**config.mk**
```make
export PLATFORM = sky130hd
export DESIGN_NAME = alu_writeback
export DESIGN_NICKNAME = d
export VERILOG_FILES = /design/src/rtl/alu_writeback_pkg.sv /design/src/rtl/alu_writeback_wb_queue.sv /design/src/rtl/alu_writeback.sv
export SDC_FILE = /design/constraint.sdc
export NUM_CORES = 1
export LEC_CHECK = 0
export CAP_MARGIN = 10
export CORE_UTILIZATION = 39
export CTS_CLUSTER_DIAMETER = 60
export DETAILED_ROUTE_END_ITERATION = 12
export PLACE_DENSITY = 0.87
export SYNTH_ARGS = -nofsm -noshare
export SYNTH_HDL_FRONTEND = slang
export SYNTH_SLANG_ARGS = --single-unit
```
**constraint.sdc**
```tcl
create_clock -name Clock -period 1.73 [get_ports Clock]
set_input_delay 0.4325 -clock Clock [delete_from_list [all_inputs] [get_ports Clock]]
set_output_delay 0.4325 -clock Clock [all_outputs]
set_load 0.005 [all_outputs]
```
**src/rtl/alu_writeback_pkg.sv**
```systemverilog
// Shared ALU flags header: flag bit positions and default datapath widths.
// Imported by the writeback stage and its result queue.
package alu_writeback_pkg;

    localparam int LDefault  = 16;
    localparam int RaDefault = 3;

    // Bit positions inside the architectural flags word
    localparam int DivisionHasRemainderIdx   = 0;
    localparam int DivisionByZeroIdx         = 1;
    localparam int DivisionOverflowIdx       = 2;
    localparam int MultiplicationOverflowIdx = 3;
    localparam int NoFlagsIdx                = 4;

    function automatic logic [LDefault-1:0] flagMask(input int idx);
        logic [LDefault-1:0] m;
        m = '0;
        m[idx] = 1'b1;
        return m;
    endfunction

endpackage

```
**src/rtl/alu_writeback_wb_queue.sv**
```systemverilog
// Generic Depth-entry circular result queue {dest, data} with occupancy count and per-entry dest match.
// Latency: pushed entry visible at head next cycle. Backpressure: caller must not push when Count == Depth.
// Head outputs read storage combinationally and hold while not popped.
module wb_queue #(
    parameter int Aw    = 3,
    parameter int Dw    = 16,
    parameter int Depth = 2
) (
    input  logic                     Clock,
    input  logic                     Reset,
    input  logic                     Push,
    input  logic [Aw-1:0]            PushDest,
    input  logic [Dw-1:0]            PushData,
    input  logic                     Pop,
    output logic [$clog2(Depth):0]   Count,
    output logic                     HeadValid,
    output logic [Aw-1:0]            HeadDest,
    output logic [Dw-1:0]            HeadData,
    input  logic [Aw-1:0]            QueryDest,
    output logic [Depth-1:0]         MatchVec
);
    localparam int Pw = $clog2(Depth);
    localparam int Cw = Pw + 1;

    logic [Aw-1:0] destMem [Depth];
    logic [Dw-1:0] dataMem [Depth];
    logic [Pw-1:0] wrPtr;
    logic [Pw-1:0] rdPtr;

    always_ff @(posedge Clock) begin
        if (Reset) begin
            wrPtr <= '0;
            rdPtr <= '0;
            Count <= '0;
        end else begin
            if (Push) wrPtr <= wrPtr + 1'b1;
            if (Pop)  rdPtr <= rdPtr + 1'b1;
            case ({Push, Pop})
                2'b10:   Count <= Count + 1'b1;
                2'b01:   Count <= Count - 1'b1;
                default: Count <= Count;
            endcase
        end
    end

    // Storage is deliberately not reset; occupancy alone defines validity
    always_ff @(posedge Clock) begin
        if (Push) begin
            destMem[wrPtr] <= PushDest;
            dataMem[wrPtr] <= PushData;
        end
    end

    assign HeadValid = (Count != '0);
    assign HeadDest  = destMem[rdPtr];
    assign HeadData  = dataMem[rdPtr];

    always_comb begin
        MatchVec = '0;
        for (int i = 0; i < Depth; i++) begin
            logic [Pw-1:0] offset;
            offset = Pw'(i) - rdPtr;
            MatchVec[i] = (Cw'(offset) < Count) && (destMem[i] == QueryDest);
        end
    end

endmodule

```
**src/rtl/alu_writeback.sv**
```systemverilog
// Execute-to-writeback stage: result queue to the register file, architectural flags register, hazard lookup.
// Latency: 1 cycle input to WbValid; 0 cycles when empty with ALU_WB_BYPASS_EN defined.
// Backpressure: InReady drops when Count == Depth (pre-drain); ALU holds inputs until accepted.
module alu_writeback
    import alu_writeback_pkg::*;
#(
    parameter int l     = LDefault,
    parameter int ra    = RaDefault,
    parameter int Depth = 2
) (
    input  logic                     Clock,
    input  logic                     Reset,
    input  logic                     InValid,
    output logic                     InReady,
    input  logic [ra-1:0]            InDest,
    input  logic [l-1:0]             InR,
    input  logic [l-1:0]             InFlags,
    input  logic                     InCommitFlags,
    input  logic                     FlagsWrEn,
    input  logic [l-1:0]             FlagsWrData,
    output logic [l-1:0]             FlagsQ,
    output logic                     WbValid,
    input  logic                     WbReady,
    output logic [ra-1:0]            WbDest,
    output logic [l-1:0]             WbData,
    input  logic [ra-1:0]            QueryDest,
    output logic                     QueryHit,
    output logic [$clog2(Depth):0]   Count,
    output logic                     DivZeroEvent
);
    localparam int lv = l - 1;
    localparam int Cw = $clog2(Depth) + 1;

    logic             acc;
    logic             bypass;
    logic             qPush;
    logic             qPop;
    logic             qHeadValid;
    logic [ra-1:0]    qHeadDest;
    logic [lv:0]      qHeadData;
    logic [Depth-1:0] matchVec;
    logic             divZeroSet;

    assign InReady = (Count < Cw'(Depth));
    assign acc     = InValid & InReady;

`ifdef ALU_WB_BYPASS_EN
    assign bypass = (Count == '0) & InValid;
`else
    assign bypass = 1'b0;
`endif

    // A bypassed entry that the register file takes this cycle never enters storage
    assign qPush = acc & ~(bypass & WbReady);
    assign qPop  = qHeadValid & WbReady;

    wb_queue #(
        .Aw    (ra),
        .Dw    (l),
        .Depth (Depth)
    ) uQueue (
        .Clock     (Clock),
        .Reset     (Reset),
        .Push      (qPush),
        .PushDest  (InDest),
        .PushData  (InR),
        .Pop       (qPop),
        .Count     (Count),
        .HeadValid (qHeadValid),
        .HeadDest  (qHeadDest),
        .HeadData  (qHeadData),
        .QueryDest (QueryDest),
        .MatchVec  (matchVec)
    );

    assign WbValid  = qHeadValid | bypass;
    assign WbDest   = bypass ? InDest : qHeadDest;
    assign WbData   = bypass ? InR    : qHeadData;
    assign QueryHit = |matchVec;

    // Only a commit that actually lands (not overridden by software) can raise the event
    assign divZeroSet = acc & InCommitFlags & ~FlagsWrEn
                      & InFlags[DivisionByZeroIdx] & ~FlagsQ[DivisionByZeroIdx];

    always_ff @(posedge Clock) begin
        if (Reset) begin
            FlagsQ       <= '0;
            DivZeroEvent <= 1'b0;
        end else begin
            if (FlagsWrEn)
                FlagsQ <= FlagsWrData;
            else if (acc && InCommitFlags)
                FlagsQ <= InFlags;
            DivZeroEvent <= divZeroSet;
        end
    end

endmodule

```
# --- Word-level counts from Yosys, hierarchy flattened ---
# Memories as Yosys holds them, arrays and structs flattened. A register that Yosys moved wholly into a read port is not among the register bits.
# Cells that the tools add are included.
word_totals:
  ff_bits: 21
  ram_bits: 38
  output_inout_bits: 41
  word_cells: 44
  n_memories: 2
mem_list:
  columns: ["name", "depth", "width", "read_ports", "rd_clocked_by_memory_dff", "write_ports", "line_no", "text"]
  rows:
  - ["uQueue.dataMem", 2, 16, 1, 1, 1, "alu_writeback_wb_queue.sv:26", "logic [Dw-1:0] dataMem [Depth];"]
  - ["uQueue.destMem", 2, 3, 3, 1, 1, "alu_writeback_wb_queue.sv:25", "logic [Aw-1:0] destMem [Depth];"]
classes:
  n_addsub: 6
  n_lt_le_gt_ge: 3
  eq_ne: 4
  mux: 9
  bitwise: 8
  n_reduce_logical: 7
ops:
  columns: ["op", "n"]
  rows:
  - ["$mux W16", 2]
  - ["$and A1 B1 Y1", 6]
  - ["$eq A3 B3 Y1", 2]
  - ["$mux W1", 6]
  - ["$reduce_bool A2 Y1", 3]
  - ["$lt A1 B2 Y1", 2]
  - ["$pmux W2 S2", 1]
  - ["$logic_and A1 B1 Y1", 3]
  - ["$add A1 B1 Y1 const B", 2]
  - ["$add A2 B1 Y2 const B", 1]
  - ["$eq A2 B1 Y1 const B", 1]
  - ["$eq A2 B2 Y1 const B", 1]
  - ["$lt A2 B2 Y1 const B", 1]
  - ["$not A1 Y1", 2]
  - ["$reduce_or A2 Y1", 1]
  - ["$sub A1 B1 Y1 const A", 2]
  - ["$sub A2 B1 Y2 const B", 1]

# --- Longest topological paths before layout ---
depth:
  depth_word: 6
  depth_mapped: 6

# --- Hierarchy ---
# From an unflattened synthesis, not the netlist that was laid out.
unflattened:
  cells_unflattened: 189
  hier_area_um2: 2557.5
modules_own_cells:
  columns: ["mod", "instances", "cells_each", "area_each_um2", "seq_area_each_um2"]
  rows:
  - ["wb_queue", 1, 91, 1642.8, 1241.2]
  - ["alu_writeback", 1, 98, 914.6, 340.3]

# --- Worst setup path before layout ---
# No wires, ideal clock.
synth_timing:
  path_kind: "register -> register"
  start: "reg uQueue.Count[1]"
  end: "mem uQueue.dataMem[0][0], enable pin"
  setup_time_ns: 0.374
  arrival_ns: 1.272
  required_ns: 1.356
  slack_ns: 0.084
  stages_incl_launch_ff: 5
  path_cell_list: "dfxtp_1 -> buf_6 -> nand2b_1 -> or2_2 -> inv_1"
synth_via:
  elab_chain_cells: 4
synth_lines:
  columns: ["element", "line_no", "text"]
  rows:
  - ["start: declaration", "alu_writeback_wb_queue.sv:15", "output logic [$clog2(Depth):0] Count,"]
  - ["start signal: assignment", "alu_writeback_wb_queue.sv:39", "2'b10: Count <= Count + 1'b1;"]
  - ["start signal: assignment", "alu_writeback_wb_queue.sv:40", "2'b01: Count <= Count - 1'b1;"]
  - ["start signal: assignment", "alu_writeback_wb_queue.sv:41", "default: Count <= Count;"]
  - ["$lt A2 B2 Y1", "alu_writeback.sv:44", "assign InReady = (Count < Cw'(Depth));"]
  - ["$and A1 B1 Y1", "alu_writeback.sv:45", "assign acc = InValid & InReady;"]
  - ["$mux W1", "alu_writeback_wb_queue.sv:48", "if (Push) begin"]
  - ["$mux W1 (not written as such)", "alu_writeback_wb_queue.sv:50", "dataMem[wrPtr] <= PushData;"]
  - ["end: declaration", "alu_writeback_wb_queue.sv:26", null]
# Every way passes these cells.

==> metrics.md <==
| Metric | Value |
|---|---|
| DP HPWL | `4210 µm` |
| Crit. End Element | `output pin` |
| Type of the most critical hold path | `register to register` |
| Hold path depth | `1` |
| Number of buffers created by CTS | `9` |
| Placed inst area | `3770 µm²` |
| Clk pwr share | `26.9%` |
| Vias/cell | `4.92` |
| CP required | `1300 ps` |
| CTS Root Cell | `clkbuf_8` |
| H-tree levels | `3` |
| Clock Latency Late Sink | `330 ps` |
| Min setup slack post-route | `-113 ps` |
| Fin. max-slew vios | `0` |
| 1st-pass router iterations | `4` |
| CP Launch Type | `register` |
| Area share of the largest cell type after synthesis | `44.7%` |
| Post-layout min period | `1840 ps` |
| # rows | `29` |
| Clk slew on worst S/H paths | `70 ps` |
| First-pass GRT wire length | `9720 µm` |
| Post-layout util | `64.8%` |
| Setup total negative slack | `-471 ps` |
| Max_slew headroom | `81.4%` |
| Fillers | `485` |
| Sw Pwr | `0.00139 W` |
| Post-synthesis cell area | `2550 µm²` |
| Peak supply drop | `1050 µV` |
| Final total power | `0.00511 W` |
| Setup WS pre-CTS | `-712 ps` |
| Setup Skew | `8.82 ps` |
| Pint | `0.00372 W` |
| Leakage | `1.65 nW` |
| Mean Syn Cell Area | `13.6 µm²` |
| Final nets | `372` |
| Clock buffer depth | `2` |
| Routed wire length per instance | `16.0 µm` |
| CTS Sinks | `60` |
| Die W | `82.9 µm` |
| Initial Util | `40.2%` |
| # IOs | `101` |
| Largest net degree at the start of global routing | `29` |
| Starting DRT DRC Count | `129` |
| Syn nets | `249` |
| Antenna cells | `0` |
| #FFs+latches synth | `60` |
| Top area cells in the synthesized netlist | `edfxtp_1 (45%), dfxtp_1 (17%), mux2_2 (8.4%), a221oi_2 (5.9%), a21oi_2 (3.4%)` |
| CP Cell Sequence | `xor2_1 > o41ai_2 > buf_2` |
| Pwr Density | `1240 nW/µm²` |
| Period utilization | `107%` |
| Vias | `1932` |
| Core ar. | `6350 µm²` |
| Sw Share | `27.2%` |
| Vias in the first global route | `2011` |
| Area delta synth->final | `61.1%` |
| Logic gate share of total power | `36.3%` |
| RSZ-0062 raised after global routing | `yes` |
| DRC violation count after routing | `0` |
| Status | `finished with violations` |
| CP max-delay cell | `edfxtp_1` |
| Final Hold Vio Count | `0` |
| Gpl congestion | `0.753` |
| Flop pwr share | `36.9%` |
| GRT overflow | `0` |
| Netlist cell types | `31` |
| Sequential-to-total area share from yosys stat | `61.9%` |
| Post-Syn Instances | `188` |
| Vert. Die Dim | `82.9 µm` |
| Crit path kind | `register to output pin` |
| Routed WL | `6280 µm` |
| Final setup vio count | `16` |
| Synth warn | `0` |
| Fmax | `0.542 GHz` |
| Port buffer count | `100` |
| Failing checks | `setup timing` |
| Leading area contributor after synthesis | `edfxtp_1` |
| Fraction of layout cells with a size suffix above 1 | `34.8%` |
| Crit path DAT | `1410 ps` |
| Die area | `6880 µm²` |
| ANT nets after route | `0` |
| Critical path fanouts, max | `2` |
| Actual slew at the worst max-slew pin | `277 ps` |
| Overall Global Routing Usage | `18.5%` |
| Max Cap Violations | `0` |
| Critical path's largest stage delay | `410 ps` |
| Post-route cell area | `4120 µm²` |
| Initial antenna violation count | `0` |
| Worst r2r path cells | `7` |
| CTS tree | `built` |
[area by class of cell]
| cell class | count | area (µm²) | area share [%] |
|---|---|---|---|
| sequential | 60 | 1590 | 38.6 |
| timing repair buffer | 124 | 1230 | 29.9 |
| multi-input combinational | 98 | 915 | 22.2 |
| clock buffer | 10 | 128 | 3.10 |
| tap | 77 | 96.3 | 2.34 |
| clock inverter | 6 | 88.8 | 2.16 |
| inverter | 18 | 67.6 | 1.64 |
[layer usage]
metal	up-vias	share of wire (%)	GRT usage, %
met1	926	41	20.7
met2	64	51	32.8
met5	-	0	0
met3	16	4.6	3.38
met4	0	3.5	11.0
li1	926	-	-
[sequential cells by signal (all words and copies together) (netlist names), named ones only]
register	count
DivZeroEvent	1
FlagsQ	16
uQueue.Count	2
uQueue.dataMem	32
uQueue.destMem	6
uQueue.rdPtr	1
uQueue.wrPtr	1
[synth_stat cells, drive strengths merged]
master / count
nand2b: 2
xnor2: 5
edfxtp: 38
buf: 10
clkbuf: 2
a221oi: 16
o41ai: 1
a21oi: 19
nand3b: 1
mux2: 19
xor2: 4
nor2: 3
ha: 1
and3b: 1
and3: 1
nor2b: 1
o21a: 1
nand2: 17
inv: 18
dfxtp: 22
or2: 2
or3: 1
o21ai: 1
nor4: 1
o2111ai: 1
[path summary, 6_finish.rpt]
kind	startpoint	slack, ps	endpoint
setup / recovery	uQueue.destMem[1][2]	-110	QueryHit
hold / removal	FlagsQ[1]	450	DivZeroEvent
setup reg to reg	uQueue.Count[1]	80	uQueue.Count[1]
hold reg to reg	FlagsQ[1]	450	DivZeroEvent
[worst max-delay path: cells and delay by family, from the launching register on]
family	cells	cell delay (ps)
AOI/OAI and AO/OA	1	330
xor gates and xnor gates	1	170
buffers and inverters	1	170
DFF	1	410
[layout by cell type (no fill, tap or decap), types with 2 or more instances in the layout]
cell type / count
clkbuf_2: 15
nand2_1: 17
inv_1: 18
xnor2_1: 5
edfxtp_1: 38
dfxtp_1: 19
clkdlybuf4s50_1: 73
buf_4: 14
buf_6: 6
a221oi_1: 6
a221oi_2: 10
clkinvlp_4: 2
or2_2: 2
a21oi_1: 8
clkbuf_8: 9
mux2_4: 18
xor2_1: 4
bufinv_16: 2
buf_12: 7
a21oi_2: 11
dfxtp_2: 2
dlygate4sd2_1: 5
nor2_1: 3
[timing repair]
| action | 4_1_cts | 5_1_grt |
|---|---|---|
| cloned | 1 | 1 |
| buffers inserted | 2 | 2 |
| pin swaps | 3 | 2 |
| endpoints found under the setup margin | 24 | 23 |
| hold buffers | 0 | 0 |
| resized for setup | 65 | 43 |
[power groups by stage]
stage | logic [W] | clock network (W) | registers [W]
after floorplan | 0.000718 | 0 | 0.00187
after global placement | 0.00160 | 0 | 0.00186
after detailed placement | 0.00164 | 0 | 0.00188
after CTS | 0.00163 | 0.00140 | 0.00187
after global routing | 0.00199 | 0.00147 | 0.00190
final | 0.00185 | 0.00137 | 0.00188
[metrics by stage]
step	hold slack [ps]	cells
floorplan	440	188
global placement	442	371
detailed placement	444	371
CTS	451	390
global route	484	393
finish	447	393
[kinds of logic after synthesis]
family          after synthesis  share of synthesized area, %
fa+ha+maj                     1                         0.490
xor+xnor                      9                          3.09
buf+inv                      30                          6.12
flops                        60                          61.9
mux                          19                          8.38
simple gates                 30                          5.68
compound gates               39                          14.3
Note: power is estimated with default switching activity, not from simulation.
